<file path="config.mk">
export PLATFORM = sky130hd
export DESIGN_NAME = adj_row_argmax
export DESIGN_NICKNAME = d
export VERILOG_FILES = /design/src/rtl/adj_row_argmax.sv
export SDC_FILE = /design/constraint.sdc
export NUM_CORES = 1
export LEC_CHECK = 0
export BUFFER_PORTS_ARGS = -buffer_cell sky130_fd_sc_hd__buf_2
export CAP_MARGIN = 15
export CORE_MARGIN = 4
export CORE_UTILIZATION = 45
export DETAILED_ROUTE_END_ITERATION = 8
export GPL_ROUTABILITY_DRIVEN = 0
export GPL_TIMING_DRIVEN = 0
export PLACE_DENSITY = 0.82
export SETUP_SLACK_MARGIN = 0.3
export SLEW_MARGIN = 5
export SYNTH_ARGS = -nofsm -noshare
export SYNTH_HDL_FRONTEND = slang
export SYNTH_SLANG_ARGS = --single-unit
</file>
<file path="constraint.sdc">
create_clock -name clk -period 3.5 [get_ports clk]
set_input_delay 0.35 -clock clk [delete_from_list [all_inputs] [get_ports clk]]
set_output_delay 0.35 -clock clk [all_outputs]
set_load 0.01 [all_outputs]
</file>
<file path="src/rtl/adj_row_argmax.sv">
// Per-node argmax over the aggregated FM*WM*ADJ rows; scans one row per cycle once aggregation is done.
// Optional macro ARGMAX_SIGNED_EN selects two's-complement comparison (unsigned when undefined).
module adj_row_argmax #(
   parameter int FEATURE_ROWS          = 6,
   parameter int WEIGHT_COLS           = 3,
   parameter int DOT_PROD_WIDTH        = 16,
   parameter int COUNTER_FEATURE_WIDTH = $clog2(FEATURE_ROWS),
   parameter int MAX_ADDRESS_WIDTH     = 2
) (
   input  logic                             clk,
   input  logic                             reset,
   input  logic                             ADJ_fm_wm_done,
   input  logic [DOT_PROD_WIDTH-1:0]        fm_wm_adj_row_mem_out [0:WEIGHT_COLS-1],
   output logic [COUNTER_FEATURE_WIDTH-1:0] read_MAX_adj_row,
   output logic [MAX_ADDRESS_WIDTH-1:0]     max_addi_answer [0:FEATURE_ROWS-1],
   output logic                             done
);

   // state  | meaning
   // IDLE   | waiting for ADJ_fm_wm_done; answers from the last full pass are kept
   // SCAN   | one row per cycle, argmax written to max_addi_answer[row]
   // FINISH | all answers valid, done high until ADJ_fm_wm_done drops
   typedef enum logic [1:0] {
      IDLE   = 2'd0,
      SCAN   = 2'd1,
      FINISH = 2'd2
   } state_t;

   localparam logic [COUNTER_FEATURE_WIDTH-1:0] LAST_ROW = COUNTER_FEATURE_WIDTH'(FEATURE_ROWS - 1);

   state_t                           state, state_nxt;
   logic [COUNTER_FEATURE_WIDTH-1:0] row_cnt, row_nxt;
   logic                             ans_wr;
   logic                             ans_clr;
   logic [DOT_PROD_WIDTH-1:0]        best_val;
   logic [MAX_ADDRESS_WIDTH-1:0]     best_idx;

   function automatic logic is_greater(input logic [DOT_PROD_WIDTH-1:0] a,
                                       input logic [DOT_PROD_WIDTH-1:0] b);
`ifdef ARGMAX_SIGNED_EN
      return $signed(a) > $signed(b);
`else
      return a > b;
`endif
   endfunction

   // Strictly-greater replacement keeps the lowest index on ties.
   always_comb begin
      best_val = fm_wm_adj_row_mem_out[0];
      best_idx = '0;
      for (int c = 1; c < WEIGHT_COLS; c++) begin
         if (is_greater(fm_wm_adj_row_mem_out[c], best_val)) begin
            best_val = fm_wm_adj_row_mem_out[c];
            best_idx = MAX_ADDRESS_WIDTH'(c);
         end
      end
   end

   always_ff @(posedge clk or negedge reset) begin
      if (!reset) begin
         state   <= IDLE;
         row_cnt <= '0;
      end else begin
         state   <= state_nxt;
         row_cnt <= row_nxt;
      end
   end

   always_comb begin
      state_nxt = state;
      row_nxt   = row_cnt;
      ans_wr    = 1'b0;
      ans_clr   = 1'b0;
      case (state)
         IDLE: begin
            row_nxt = '0;
            if (ADJ_fm_wm_done) state_nxt = SCAN;
         end
         SCAN: begin
            if (!ADJ_fm_wm_done) begin
               // Aborted pass: a partial answer set must never be visible.
               state_nxt = IDLE;
               row_nxt   = '0;
               ans_clr   = 1'b1;
            end else begin
               ans_wr = 1'b1;
               if (row_cnt == LAST_ROW) begin
                  state_nxt = FINISH;
                  row_nxt   = '0;
               end else begin
                  row_nxt = row_cnt + 1'b1;
               end
            end
         end
         FINISH: begin
            if (!ADJ_fm_wm_done) state_nxt = IDLE;
         end
         default: begin
            state_nxt = IDLE;
            row_nxt   = '0;
         end
      endcase
   end

   always_ff @(posedge clk or negedge reset) begin
      if (!reset) begin
         for (int r = 0; r < FEATURE_ROWS; r++) max_addi_answer[r] <= '0;
      end else begin
         for (int r = 0; r < FEATURE_ROWS; r++) begin
            if (ans_clr) begin
               max_addi_answer[r] <= '0;
            end else if (ans_wr && (row_cnt == COUNTER_FEATURE_WIDTH'(r))) begin
               max_addi_answer[r] <= best_idx;
            end
         end
      end
   end

   assign read_MAX_adj_row = (state == SCAN) ? row_cnt : '0;
   assign done             = (state == FINISH);

endmodule

</file>
==> results.md <==
* Synth Area in Compound Gates at between 10% and 20%
* CTS tree: done
* Worst setup SP type: input pin
* Vias in the first global route at around 1800
* WS Path Type: in2reg
* DRC viols at 0
* Mapped Area at 1790 um2
* Die Span X at roughly 70 um
* Global-route met1 utilization at between 20 and 25%
* Met2 GRT Util at 34.2%
* Final setup margin at about 0.16 ns
* Rows at 22
* Routed Wire Length at slightly below 5 mm
* Post-Synthesis Cells at around 200
* Slowest Stage Delay on Critical Path at around 0.38 ns
* Largest family of logic cells by synthesized area: adder cells
* # diodes at 0
* Synth Net Count at roughly 290
* Mapped Avg Cell Area at 8.82 um2
* M3 GR Usage at between 1 and 1.5%
* Hold WC Path Type: in2async
* CP Launch Point: fm_wm_adj_row_mem_out[30]
* Top cells by area, synth: dfrtp_1 24%, ha_1 23%, mux2i_1 8.4%
* Worst path arrival time at between 3 and 4 ns
* Gr busiest metal: met2
* Crit path buf inv count at 3
* Share of cells above drive strength 1 at 46.9%
* Worst-Margin Slew at 0.495 ns
* Starting Density at 47.8%
* Final count of hold timing violations at 0
* Levels on crit path at 16
* Clock skew at 0.00550 ns
* Pre-CTS setup slack at -0.232 ns
* Seq/Total Area, Yosys at between 20% and 30%
* Final setup viols at 0
* Share of the synthesized area in the top cell type at about a quarter
* Sequential power share at between 30% and 40%
* Sw Pwr at approximately 240 uW
* Worst-path clk slew at roughly 0.07 ns
* R2r startpoint: state[1]$_DFFE_PN0P_
* Max-slew violations at 0
* Synth Area in Adders at a little under a quarter
* Netlist cell types at 36
* Post-synth top flop: dfrtp_1
* Initial antenna violation count at 0
* Vias per inst at around 5.5
* Largest net degree at the start of global routing at 18
* Clk pwr share at a little over a fifth
* CP top delay family: compound AO/OA/AOI/OAI gates
* H-Tree Depth at 1
* CP Max Fanout at 6
* Io pins at 67
* Async S/R FF share, synth at 100%
* Total power at about 700 uW
* Max cap viols at 0
* XOR/XNOR Fraction of Synth Area at 0%
* Status: complete, no violations
* CTS buffer count at 3
* Leak at 0.00137 uW
* FF-to-FF path depth at 5
* Seq cells post-synth at 17
* Die Ht at a little over 70 um
* Net Sw Frac at 34.3%
* YS warnings at 0
* Per-cell routed wire length at between 10 and 15 um
* Clk sink count at 17
* Die area at a little over 5000 um2
* DRT antenna net count at 0
* Skew-Pair Late Insertion Delay at between 0.2 and 0.3 ns
* GRT Residual Overflow at 0
* Filler cells at around 290
* Max-slew headroom at 67.0%
* EDFF count, synth at 0
* Post-Synth Simple-Gate Area at around a fifth
* Minimum clock period at approximately 3.3 ns
* PwrDens at 261 nW/um2
* RSZ-0062 raised after global routing: true
* FF-to-FF End: max_addi_answer[7]$_DFFE_PN0P_
* Nets at between 300 and 400
* Detail Placement HPWL at 3.60 mm
* Internal Power at about 460 uW
* Critical-path cell list: buf_6 > ha_4 > a21oi_2 > nand2_1 > a221o_1 > o31ai_2 > buf_6 > buf_12 > mux2i_2 > ha_1 > a21oi_2 > nand2_1 > a221o_1 > o31ai_4 > nand2b_4 > o31ai_2
* First-pass GRT wire length at approximately 7.7 mm
* Worst Path Required at 3.67 ns
* Hold_ws at between 0.01 and 0.015 ns
* CP endpoint kind: flip-flop
* Layout Area Growth over Synthesis at 49.6%
* Period utilisation layout at 95.5%
* Worst ir drop on vdd at between 0.1 and 0.15 mV
* Mux contribution to synthesized area at ~8.4%
* Crit path capture: max_addi_answer[8]$_DFFE_PN0P_
* Longest Clk Path Bufs at 2
* Detailed Routing Iterations Pass 1 at 4
* Worst reg-to-reg setup slack at about 2 ns
* CP max-delay cell: a221o_1
* Fmax at 0.299 GHz
* GR Util All Layers at 18.6%
* Gate power share at 48.3%
* Initial DRC count at a little under 90
* CTS root buf: clkbuf_8
* Core ar. at between 3000 and 4000 um2
* I/O Buffers at 66
* Vias at around 1800
* Leading area contributor after synthesis: dfrtp_1
kinds of logic after synthesis:
family	Yosys count
adder cells (fa/ha/maj)	33
buffers and inverters	23
multiplexers	15
AND/OR/NAND/NOR	65
AO/OA/AOI/OAI	50
flip-flops	17
layout make-up:
type / instances / area [um2] / area share (%)
Tap cell: 48 / 60.1 / 2.24
Clock buffer: 3 / 41.3 / 1.54
Timing Repair Buffer: 81 / 543 / 20.3
Inverter: 19 / 78.8 / 2.94
Buffer: 4 / 53.8 / 2.01
Multi-Input combinational cell: 163 / 1470 / 54.9
Clock inverter: 1 / 5.00 / 0.187
Sequential cell: 17 / 425 / 15.9
layer usage:
metal  vias up  routed length [um]  share of wire (%)
li1        910                   -                  -
met1       881                2040                 42
met2        44                2530                 52
met3         4                 205                4.2
met4         0                  50                1.0
met5         -                   0                  0
worst min path at each step:
stage | end | start
after global placement | state[0]$_DFFE_PN0P_ | reset
after CTS | state[0]$_DFFE_PN0P_ | reset
after floorplan | max_addi_answer[0]$_DFFE_PN0P_ | reset
final | max_addi_answer[9]$_DFFE_PN0P_ | reset
after detailed placement | max_addi_answer[9]$_DFFE_PN0P_ | reset
after global routing | max_addi_answer[9]$_DFFE_PN0P_ | reset
placed cells by master (no fill, tap or decap), drive strengths merged, types with 2 or more instances in the layout:
master   n
a21oi   18
nor2b    4
nand2b   3
dfrtp   17
ha      33
nand3   12
a221o    2
nand4    5
nand2   17
a21o     3
clkbuf   3
o31ai    4
o21ai   18
and3     3
buf     85
nor2    10
and2     3
inv     19
a21boi   2
nor4     2
mux2i   15
power groups by stage:
stage,Combinational [uW],Clock (uW),Sequential [uW]
2_1_floorplan,161,0,222
3_3_place_gp,247,0,218
3_5_place_dp,255,0,219
4_1_cts,312,147,215
5_1_grt,370,155,217
6_report,337,146,215
synth_stat cells (all sizes together) (3+ instances only):
cell    instances
dfrtp          17
mux2i          15
nand2          17
nand2b          3
inv            19
a21o            3
a21oi          18
o31ai           4
buf             4
and2            3
and3            3
o21ai          18
nand4           5
nor2           10
nand3          12
nor2b           4
ha             33
state kept, by name, indices dropped and copies added, names as in the netlist:
register,flops
max_addi_answer,12
row_cnt,3
state,2
through the flow:
step                setup TNS [ns]  cell area, um2  util [%]  std cells
detailed placement           -2.13            2320      62.1        317
CTS                              0            2590      69.1        335
global route               -0.0103            2680      71.6        336
floorplan                        0            1930         -        203
finish                           0            2680      71.6        336
global placement             -1.54            2320      62.1        317
what timing repair did:
item / 4_1_cts / 5_1_grt
pin swaps: 16 / 14
hold buffers: 0 / 0
gates cloned: 1 / 0
endpoints found under the setup margin: 12 / 12
resized for setup: 28 / 26
setup buffers: 13 / 1
Power figures use the tool's default switching activity.
